<file path="src/rtl/pong_sync_gen.sv">
// Raster timing generator for a Pong-style display: 455x262 counters with registered sync/blank decodes.
// Optional macro PONG_SYNC_COMPSYNC_EN adds a registered composite sync output COMP_SYNC_N.
module pong_sync_gen #(
  parameter int H_TOTAL = 455,
  parameter int V_TOTAL = 262
) (
  input  logic       CLK,
  input  logic       RESET_N,
  output logic [8:0] HCNT,
  output logic [8:0] VCNT,
  output logic       HRESET,
  output logic       HRESET_N,
  output logic       VRESET,
  output logic       VRESET_N,
  output logic       HBLANK,
  output logic       HBLANK_N,
  output logic       HSYNC_N,
  output logic       VBLANK,
  output logic       VBLANK_N,
  output logic       VSYNC_N
`ifdef PONG_SYNC_COMPSYNC_EN
  ,
  output logic       COMP_SYNC_N
`endif
);

  localparam logic [8:0] H_LAST = 9'(H_TOTAL - 1);
  localparam logic [8:0] V_LAST = 9'(V_TOTAL - 1);

  logic [8:0] h_nxt;
  logic [8:0] v_nxt;
  logic       hsync_n_nxt;
  logic       vsync_n_nxt;

  // Decodes are taken from the next count so every flag lands in the same cycle as its count.
  always_comb begin
    h_nxt = HRESET ? 9'd0 : HCNT + 9'd1;
    v_nxt = VCNT;
    if (HRESET)
      v_nxt = (VCNT == V_LAST) ? 9'd0 : VCNT + 9'd1;
    hsync_n_nxt = !((h_nxt >= 9'd32) && (h_nxt <= 9'd63));
    vsync_n_nxt = !((v_nxt >= 9'd4) && (v_nxt <= 9'd7));
  end

  always_ff @(posedge CLK or negedge RESET_N) begin
    if (!RESET_N) begin
      HCNT    <= 9'd0;
      VCNT    <= 9'd0;
      HRESET  <= 1'b0;
      VRESET  <= 1'b0;
      HBLANK  <= 1'b1;
      HSYNC_N <= 1'b1;
      VBLANK  <= 1'b1;
      VSYNC_N <= 1'b1;
    end else begin
      HCNT    <= h_nxt;
      VCNT    <= v_nxt;
      HRESET  <= (h_nxt == H_LAST);
      VRESET  <= (v_nxt == V_LAST);
      HBLANK  <= (h_nxt < 9'd80);
      HSYNC_N <= hsync_n_nxt;
      VBLANK  <= (v_nxt < 9'd16);
      VSYNC_N <= vsync_n_nxt;
    end
  end

  assign HRESET_N = ~HRESET;
  assign VRESET_N = ~VRESET;
  assign HBLANK_N = ~HBLANK;
  assign VBLANK_N = ~VBLANK;

`ifdef PONG_SYNC_COMPSYNC_EN
  // Inverts hsync during the vsync lines, serration-style.
  always_ff @(posedge CLK or negedge RESET_N) begin
    if (!RESET_N) COMP_SYNC_N <= 1'b1;
    else          COMP_SYNC_N <= ~(hsync_n_nxt ^ vsync_n_nxt);
  end
`endif

endmodule

</file>
<file path="config.mk">
export PLATFORM = sky130hd
export DESIGN_NAME = pong_sync_gen
export DESIGN_NICKNAME = d
export VERILOG_FILES = /design/src/rtl/pong_sync_gen.sv
export SDC_FILE = /design/constraint.sdc
export NUM_CORES = 1
export LEC_CHECK = 0
export ABC_AREA = 1
export CAP_MARGIN = 20
export CORE_MARGIN = 2
export CORE_UTILIZATION = 30
export DETAILED_ROUTE_END_ITERATION = 8
export HOLD_SLACK_MARGIN = 0.02
export SKIP_LAST_GASP = 1
export SLEW_MARGIN = 0
export SYNTH_ARGS = -nofsm -noshare
export SYNTH_HDL_FRONTEND = slang
export SYNTH_SLANG_ARGS = --single-unit
export TNS_END_PERCENT = 30
</file>
<file path="constraint.sdc">
create_clock -name CLK -period 1.6 [get_ports CLK]
set_input_delay 0.32 -clock CLK [delete_from_list [all_inputs] [get_ports CLK]]
set_output_delay 0.32 -clock CLK [all_outputs]
set_load 0.005 [all_outputs]
</file>
Word-level counts from Yosys, hierarchy flattened
Cells that the tools add are included.
{ "totals": {"regBits": 24, "latch_bits": 0, "ram_bits": 0, "mem_bits_ro": 0, "in_bits": 2, "word_cells": 30, "mem_count": 0} }
{ "op_classes": {"add_sub_neg": 2, "n_mul": 0, "n_div": 0, "order_cmp": 6, "eq_ne": 3, "n_shift": 0, "muxes": 3, "bitwise": 4, "n_reduce_logical": 4} }
{ "op_table": {"columns": ["op", "count"], "rows": [
  ["== test 9 bit, second input constant", 3],
  ["two-way mux 9 bit", 3],
  ["adder 9 x 1 -> 9 bit, second input constant", 2],
  [">= comparator 9 x 3 -> 1 bit, second input constant", 1],
  [">= comparator 9 x 6 -> 1 bit, second input constant", 1],
  ["less-or-equal comparator 9 x 3 -> 1 bit, second input constant", 1],
  ["less-or-equal comparator 9 x 6 -> 1 bit, second input constant", 1],
  ["< comparator 9 x 5 -> 1 bit, second input constant", 1],
  ["< comparator 9 x 7 -> 1 bit, second input constant", 1],
  ["inverter 1 bit", 4],
  ["logical AND 1 bit", 2],
  ["zero test 1 bit", 2]
]} }

Logic depth before layout (Yosys ltp)
Gate-level depths: netlist of the first run.
{ "depth": {"depth_word": 6, "depth_mapped": 10, "ltp_nobuf": 10} }

Worst setup path after synthesis of the first run
No wires, ideal clock.
{ "synth_timing": {"path_kind": "flip-flop to flip-flop", "start": "register VCNT[0]", "end": "register VSYNC_N", "t_arrival_ps": 1299, "slack_ps": 223, "path_stages_with_launch": 8, "cell_sequence": "dfrtp_1 > ha_1 > nand3_2 > nor2_4 > xor2_2 > nand3_2 > nor2_2 > nand2_1"} }
{ "synth_via": {"elab_chain_len": 6, "elab_cells_between_ends": 8, "cone_classes": "add/sub: 1; order compare: 2; eq/ne: 1; mux: 2; reduce/logical: 2"} }
{ "synth_rtl": {"columns": ["element", "line_no", "source"], "rows": [
  ["from (decl)", "10", "output logic [8:0] VCNT,"],
  ["from (signal assigned)", "57", "VCNT <= v_nxt;"],
  ["adder 9 x 1 -> 9 bit / == test 9 bit (equally long branches)", "40", "v_nxt = (VCNT == V_LAST) ? 9'd0 : VCNT + 9'd1;"],
  ["two-way mux 9 bit", "40", null],
  ["two-way mux 9 bit *", "39", "if (HRESET)"],
  [">= comparator 9 x 3 -> 1 bit / less-or-equal comparator 9 x 3 -> 1 bit (equally long branches)", "42", "vsync_n_nxt = !((v_nxt >= 9'd4) && (v_nxt <= 9'd7));"],
  ["logical AND 1 bit *", "42", null],
  ["zero test 1 bit *", "42", null],
  ["named net vsync_n_nxt", "33", "logic vsync_n_nxt;"],
  ["to (signal assigned)", "63", "VSYNC_N <= vsync_n_nxt;"],
  ["to (decl)", "20", "output logic VSYNC_N"]
]} }
The timed path passes the listed nets; every way through them passes the cells marked *.

Worst setup path after layout of the first run
{ "layout_timing": {"start": "register VBLANK", "end": "output VBLANK"} }
{ "layout_lines": {"columns": ["element", "line_no", "source"], "rows": [
  ["from (decl)", "18", "output logic VBLANK,"],
  ["from (signal assigned)", "62", "VBLANK <= (v_nxt < 9'd16);"]
]} }
No word-level cell between the ends.

==> reports/metrics.csv, run 1 <==
metric,value,unit
final routed DRC violation total,0,
top_reg_cell synth,sky130_fd_sc_hd__dfrtp_1,
Netlist cell types,23,
Overall Power,0.9952,mW
startpoint class of the critical path,flop,
largest incremental delay on the critical path,0.54,ns
Area Overhead vs Synth,34.95,%
cell area after layout,1739,um2
"count leader, synth",sky130_fd_sc_hd__nand2_1,
run status,finished with violations,
minimum period implied by the final worst setup slack,1.614,ns
largest driver fanout on the critical path,2,
total negative setup slack,-0.01952,ns
IO Port Bufs,29,
CTS tree,done,
count of nets after finishing,208,
initial antenna violation count,0,
VDD IR max,0.2348,mV
cell with the biggest individual delay on the critical path,sky130_fd_sc_hd__dfstp_2,
FF-to-FF path depth,8,
routed length per placed instance,11.08,um
final setup fails,2,
dominant cells by area after synthesis,"sky130_fd_sc_hd__dfrtp_1 (39%), sky130_fd_sc_hd__nand2_1 (10%), sky130_fd_sc_hd__inv_1 (9.6%)",
total of flip-flops plus latches after synthesis,24,
Synth async-reset ratio,100.0,%
overall die height,69.54,um
setup repair after global routing missed its margin,yes,
number of global-route vias before repair,1029,
final worst-path setup slack,-0.01415,ns
Maximum Capacitance Violations,0,
routability congestion estimate,0.8571,
antenna-violating nets left,0,
grt total ovfl,0,
Cells after DPL,247,
standard-cell rows,23,
Clock Skews,0.001475,ns
net count after synthesis,171,
number of buffers inserted for hold repair after clock tree synthesis,0,
initial core utilization,31.76,%
critical path data arrival time,1.29,ns
core area,4058,um2
instance area at placement,1655,um2
worst slack at placement,0.09637,ns
total routed wirelength,2791,um
top cell type's share of synthesized area,38.83,%
Combinational Power Share,1.5,%
CTS Root Cell,sky130_fd_sc_hd__clkbuf_8,
first-pass GRT wire length,4788,um
number of flops mapped to enable cells by yosys,0,
"Seq/Total Area, Yosys",46.99,%
via density per instance,4.536,
slew at the pin closest to its max-slew limit,0.3069,ns
sequential share of power,60.9,%
Critical Path Sink Type,output port,
count of routing violations after the opening detailed-route iteration,41,
number of H-tree levels,1,
pwr/cell area,572.2,nW/um2
number of failing hold endpoints at the final stage,0,
remaining max-slew budget at the tightest pin,79.54,%
Fmax achieved,619.5,MHz
CTS Buffer Depth,2,
most used standard cells in the synthesized netlist,"sky130_fd_sc_hd__nand2_1 (36), sky130_fd_sc_hd__inv_1 (33), sky130_fd_sc_hd__nor2_1 (24), sky130_fd_sc_hd__dfrtp_1 (20), sky130_fd_sc_hd__nand3_1 (13)",
number of buffers added by the clock tree synthesis step,3,
leakage power total,0.8896,nW
final cell utilization of the core,42.86,%
number of diodes added for antenna fixing,0,
final cell count without fillers,252,
"Period Utilization, post-route",100.9,%
Worst Setup Path Type,reg2out,
maximum number of pins on one net before global-route repair,25,
Crit path required time,1.28,ns
clock latency of the later-clocked register in the worst-skew pair,0.26,ns
worst hold-check path type,in2async,
top-level I/O count,30,
Chip Width,69.54,um
vias after detailed routing,1143,
post-synthesis instance area,1289,um2
count of clock tree sinks,24,
"Avg Cell Area, Syn",7.763,um2
clock-pin slew reported for the worst setup and hold paths after clock tree synthesis,0.09,ns
Sw Ratio,20.81,%
violated checks,setup timing,
worst hold margin,0.4174,ns
cell family with most CP delay,flip-flops,
layout filler cell count,416,
count of yosys warnings during synthesis,0,
share of final-layout standard cells stronger than drive strength 1,17.82,%
number of iterations in the first detailed-routing pass,4,
synthesized netlist cell count,166,
switching power of the nets,0.2071,mW
Synth area leader,sky130_fd_sc_hd__dfrtp_1,
max-slew violation total from the final report,0,
chain of cells forming the critical path,clkdlybuf4s50_1,
internal power,0.7881,mW
part of the power in the clock network,37.5,%
full die area,4836,um2
worst path bufs/invs,1,
global-route usage over all layers,12.35,%
Crit. path cell count,1,
Post-DP HPWL,2151,um
-- flip-flops by register name, summed over array words and instances, names as in the netlist --
name / flops
HBLANK: 1
HCNT: 9
HRESET: 1
VRESET: 1
VCNT: 9
VBLANK: 1
HSYNC_N: 1
VSYNC_N: 1
-- per-layer routing --
metal | up-vias | share of wire [%] | track usage (%)
li1 | 577 | - | -
met1 | 536 | 49 | 18.37
met2 | 28 | 46 | 18.27
met3 | 2 | 4.1 | 1.163
met4 | 0 | 0.82 | 5.229
met5 | - | 0 | 0
-- power groups by stage --
stage / Combinational, mW / Clock, mW / Sequential (mW)
after floorplan: 0.000000449 / 0 / 0.618
after global placement: 0.0168 / 0 / 0.618
after detailed placement: 0.0168 / 0 / 0.618
after CTS: 0.0169 / 0.385 / 0.607
after global routing: 0.0186 / 0.415 / 0.607
final: 0.0154 / 0.373 / 0.606
-- placed cells by master (no fill, tap or decap) --
master / n
sky130_fd_sc_hd__o21ai_0: 2
sky130_fd_sc_hd__ha_4: 1
sky130_fd_sc_hd__nor2_2: 6
sky130_fd_sc_hd__clkdlybuf4s50_1: 29
sky130_fd_sc_hd__nor2_4: 2
sky130_fd_sc_hd__xor2_2: 1
sky130_fd_sc_hd__ha_1: 2
sky130_fd_sc_hd__nor3_1: 2
sky130_fd_sc_hd__clkbuf_1: 1
sky130_fd_sc_hd__nand2_1: 36
sky130_fd_sc_hd__inv_1: 33
sky130_fd_sc_hd__dfrtp_2: 5
sky130_fd_sc_hd__buf_4: 6
sky130_fd_sc_hd__dfrtp_1: 15
sky130_fd_sc_hd__clkbuf_8: 3
sky130_fd_sc_hd__dfstp_2: 4
sky130_fd_sc_hd__inv_2: 2
sky130_fd_sc_hd__xor2_1: 1
sky130_fd_sc_hd__o21ai_1: 2
sky130_fd_sc_hd__nor2_1: 21
sky130_fd_sc_hd__nand3_1: 13
sky130_fd_sc_hd__a21oi_1: 4
sky130_fd_sc_hd__nand3_2: 5
sky130_fd_sc_hd__clkinv_1: 1
sky130_fd_sc_hd__nor3_2: 1
sky130_fd_sc_hd__nand4_1: 4
-- cell families (layout without fill, tap and decap cells) --
family / count (synthesis) / after routing / synth area share (%)
adder cells (fa/ha/maj): 3 / 3 / 2.913
flip-flops: 24 / 24 / 46.99
buffers and inverters: 39 / 75 / 12.33
XOR/XNOR: 2 / 2 / 1.942
AND/OR/NAND/NOR: 90 / 90 / 32.72
AO/OA/AOI/OAI: 8 / 8 / 3.107
-- what timing repair did --
item,CTS,global route
endpoints found under the setup margin,8,18
gates resized for setup,1,10
buffers inserted,1,0
-- worst paths after layout --
check,endpoint,slack [ns],startpoint
min in group CLK,HCNT[0],0.50,HCNT[0]
max in group asynchronous,HBLANK,0.90,RESET_N
worst min register to register,HCNT[0],0.50,HCNT[0]
worst min-delay path,VRESET,0.42,RESET_N
worst max-delay path,VBLANK,-0.01,VBLANK
worst max register to register,HRESET,0.12,HCNT[0]
-- area by class of cell --
cell class / count / area (um2) / area share, %
flip-flops and latches: 24 / 611.8 / 35.18
well taps: 50 / 62.56 / 3.597
inverters: 36 / 135.1 / 7.770
clock buffers: 4 / 45.04 / 2.590
repair buffers: 35 / 335.3 / 19.28
multi-input cells: 103 / 549.3 / 31.58
Power figures use the tool's default switching activity.
==> run 2: changes to the inputs <==
- PLACE_DENSITY_LB_ADDON: not set -> 0.08
==> reports/metrics.csv, run 2 (same netlist as run 1, synthesis figures left out) <==
metric,value,unit,change
run status,finished with violations,,unchanged
violated checks,setup timing,,unchanged
Crit. path cell count,1,,unchanged
final routed DRC violation total,0,,unchanged
worst slack at placement,0.04139,ns,was 0.09637 ns
chain of cells forming the critical path,clkdlybuf4s50_1,,unchanged
FF-to-FF Start,HCNT[0],,unchanged
Crit path required time,1.28,ns,about the same
CTS tree,done,,unchanged
count of nets after finishing,210,,was 208
FF-to-FF path depth,9,,was 8
reg-to-reg endpoint,HRESET,,unchanged
grt total ovfl,0,,unchanged
largest incremental delay on the critical path,0.55,ns,was 0.54 ns
CTS Root Cell,sky130_fd_sc_hd__clkbuf_8,,unchanged
Area Overhead vs Synth,37.28,%,was 34.95%
worst path bufs/invs,1,,unchanged
count of routing violations after the opening detailed-route iteration,65,,was 41
number of buffers added by the clock tree synthesis step,3,,unchanged
critical path data arrival time,1.30,ns,was 1.29 ns
Post-DP HPWL,2208,um,was 2151 um
largest driver fanout on the critical path,7,,was 2
sequential share of power,62.2,%,was 60.9%
initial antenna violation count,0,,unchanged
number of failing hold endpoints at the final stage,0,,unchanged
standard-cell rows,23,,unchanged
startpoint class of the critical path,flop,,unchanged
setup repair after global routing missed its margin,yes,,unchanged
VDD IR max,0.2950,mV,was 0.2348 mV
Fmax achieved,619.1,MHz,was 619.5 MHz
core area,4058,um2,unchanged
maximum number of pins on one net before global-route repair,25,,unchanged
most frequent standard cell in the layout excluding fill and tap cells,sky130_fd_sc_hd__nand2_1,,unchanged
pwr/cell area,551.1,nW/um2,was 572.2 nW/um2
IO Port Bufs,29,,unchanged
antenna-violating nets left,0,,unchanged
slew at the pin closest to its max-slew limit,0.3000,ns,was 0.3069 ns
final worst-path setup slack,-0.01532,ns,was -0.01415 ns
top-level I/O count,30,,unchanged
total routed wirelength,2831,um,was 2791 um
overall die height,69.54,um,unchanged
full die area,4836,um2,unchanged
global-route usage over all layers,12.98,%,was 12.35%
number of buffers inserted for hold repair after clock tree synthesis,0,,unchanged
internal power,0.7784,mW,was 0.7881 mW
clock-pin slew reported for the worst setup and hold paths after clock tree synthesis,0.08,ns,was 0.09 ns
count of clock tree sinks,24,,unchanged
CTS Buffer Depth,2,,unchanged
clock latency of the later-clocked register in the worst-skew pair,0.26,ns,about the same
number of H-tree levels,1,,unchanged
initial core utilization,31.76,%,unchanged
cell with the biggest individual delay on the critical path,sky130_fd_sc_hd__clkdlybuf4s50_1,,was sky130_fd_sc_hd__dfstp_2
routability congestion estimate,0.8319,,was 0.8571
switching power of the nets,0.1966,mW,was 0.2071 mW
final cell utilization of the core,43.60,%,was 42.86%
remaining max-slew budget at the tightest pin,80.00,%,was 79.54%
cell family with most CP delay,buffers and inverters,,was flip-flops
startpoint of the most critical setup path,VCNT[3],,was VBLANK
Critical Path Sink Type,output port,,unchanged
number of global-route vias before repair,1070,,was 1029
Worst Setup Path Type,reg2out,,unchanged
largest registers,"HCNT: 9 flops, VCNT: 9 flops",,unchanged
minimum period implied by the final worst setup slack,1.615,ns,was 1.614 ns
Critical path destination,VCNT[3],,was VBLANK
first-pass GRT wire length,5030,um,was 4788 um
number of diodes added for antenna fixing,0,,unchanged
leakage power total,0.9091,nW,was 0.8896 nW
layout filler cell count,403,,was 416
share of final-layout standard cells stronger than drive strength 1,20.20,%,was 17.82%
number of iterations in the first detailed-routing pass,4,,unchanged
total negative setup slack,-0.02469,ns,was -0.01952 ns
worst hold-check path type,in2async,,unchanged
final setup fails,3,,was 2
via density per instance,4.447,,was 4.536
highest-count cells in the layout ignoring fill and taps,"sky130_fd_sc_hd__nand2_1 (34), sky130_fd_sc_hd__inv_1 (33), sky130_fd_sc_hd__clkdlybuf4s50_1 (28), sky130_fd_sc_hd__nor2_1 (20), sky130_fd_sc_hd__dfrtp_1 (15)",,"was sky130_fd_sc_hd__nand2_1 (36), sky130_fd_sc_hd__inv_1 (33), sky130_fd_sc_hd__clkdlybuf4s50_1 (29), sky130_fd_sc_hd__nor2_1 (21), sky130_fd_sc_hd__dfrtp_1 (15)"
vias after detailed routing,1125,,was 1143
Sw Ratio,20.17,%,was 20.81%
routed length per placed instance,11.19,um,was 11.08 um
Clock Skews,0.001238,ns,was 0.001475 ns
part of the power in the clock network,36.3,%,was 37.5%
setup slack on the worst flop-to-flop path,0.08,ns,was 0.12 ns
Maximum Capacitance Violations,0,,unchanged
Combinational Power Share,1.5,%,about the same
"Period Utilization, post-route",101.0,%,was 100.9%
Chip Width,69.54,um,unchanged
max-slew violation total from the final report,0,,unchanged
## run 2: worst register-to-register path, cell delays in order, from the launching register on
cell,delay [ns]
sky130_fd_sc_hd__dfrtp_1,0.40
sky130_fd_sc_hd__ha_1,0.20
sky130_fd_sc_hd__nand2_2,0.09
sky130_fd_sc_hd__nor2_4,0.17
sky130_fd_sc_hd__nand3_1,0.08
sky130_fd_sc_hd__nand2_1,0.07
sky130_fd_sc_hd__nand3_2,0.10
sky130_fd_sc_hd__nor2_1,0.12
sky130_fd_sc_hd__nand3_1,0.09
sky130_fd_sc_hd__nor2_2,0.11
## run 2: stage by stage
step | instances | area [um2] | power [mW] | hold slack [ns]
floorplan | 166 | 1289 | 0.6183 | 0.02441
global placement | 246 | 1660 | 0.6350 | 0.5055
detailed placement | 246 | 1660 | 0.6352 | 0.5259
CTS | 252 | 1727 | 0.9911 | 0.4190
global route | 253 | 1769 | 1.023 | 0.4440
finish | 253 | 1769 | 0.9750 | 0.4028
## run 2: worst min-delay path by stage
stage	start	to	slack (ns)	cells past startpoint
after floorplan	RESET_N	HCNT[0]	0.02	0
after global placement	HCNT[0]	HCNT[0]	0.51	1
after detailed placement	HCNT[0]	HCNT[0]	0.53	1
after CTS	RESET_N	HCNT[2]	0.42	2
after global routing	RESET_N	HCNT[2]	0.44	2
final	RESET_N	HCNT[2]	0.40	2
## run 2: power groups by stage
stage | clock [mW] | combinational (mW) | sequential (mW)
detailed placement | 0 | 0.0171 | 0.618
CTS | 0.368 | 0.0170 | 0.607
floorplan | 0 | 0.000000449 | 0.618
global route | 0.398 | 0.0185 | 0.607
global placement | 0 | 0.0168 | 0.618
finish | 0.354 | 0.0150 | 0.606
## run 2: cell type report
type / count / area [um2] / share of cell area [%]
Clock buffer: 3 / 41.29 / 2.334
Multi-Input combinational cell: 103 / 554.3 / 31.33
Timing Repair Buffer: 37 / 361.6 / 20.44
Inverter: 36 / 137.6 / 7.779
Tap cell: 50 / 62.56 / 3.536
Sequential cell: 24 / 611.8 / 34.58
## run 2: repair_timing
action                     CTS  global route
buffers inserted             3             1
cloned                       0             0
hold endpoints to repair     0             0
gates resized for setup      3            13
pin swaps                    0             2
setup endpoints to repair    8            18
## run 2: per-layer routing
layer | global-route usage [%] | share of wire, % | wire (um) | up-vias
met4 | 3.922 | 1.3 | 37 | 0
met1 | 18.37 | 51 | 1432 | 524
met2 | 20.19 | 45 | 1285 | 17
met3 | 2.326 | 2.7 | 76 | 4
li1 | - | - | - | 580
met5 | 0 | 0 | 0 | -
==> run 3: changes to the inputs <==
- ABC_CLOCK_PERIOD_IN_PS: not set -> 1600
==> results of run 3 <==
Same layout as run 2: the final DEF is identical, and so are final timing and power.
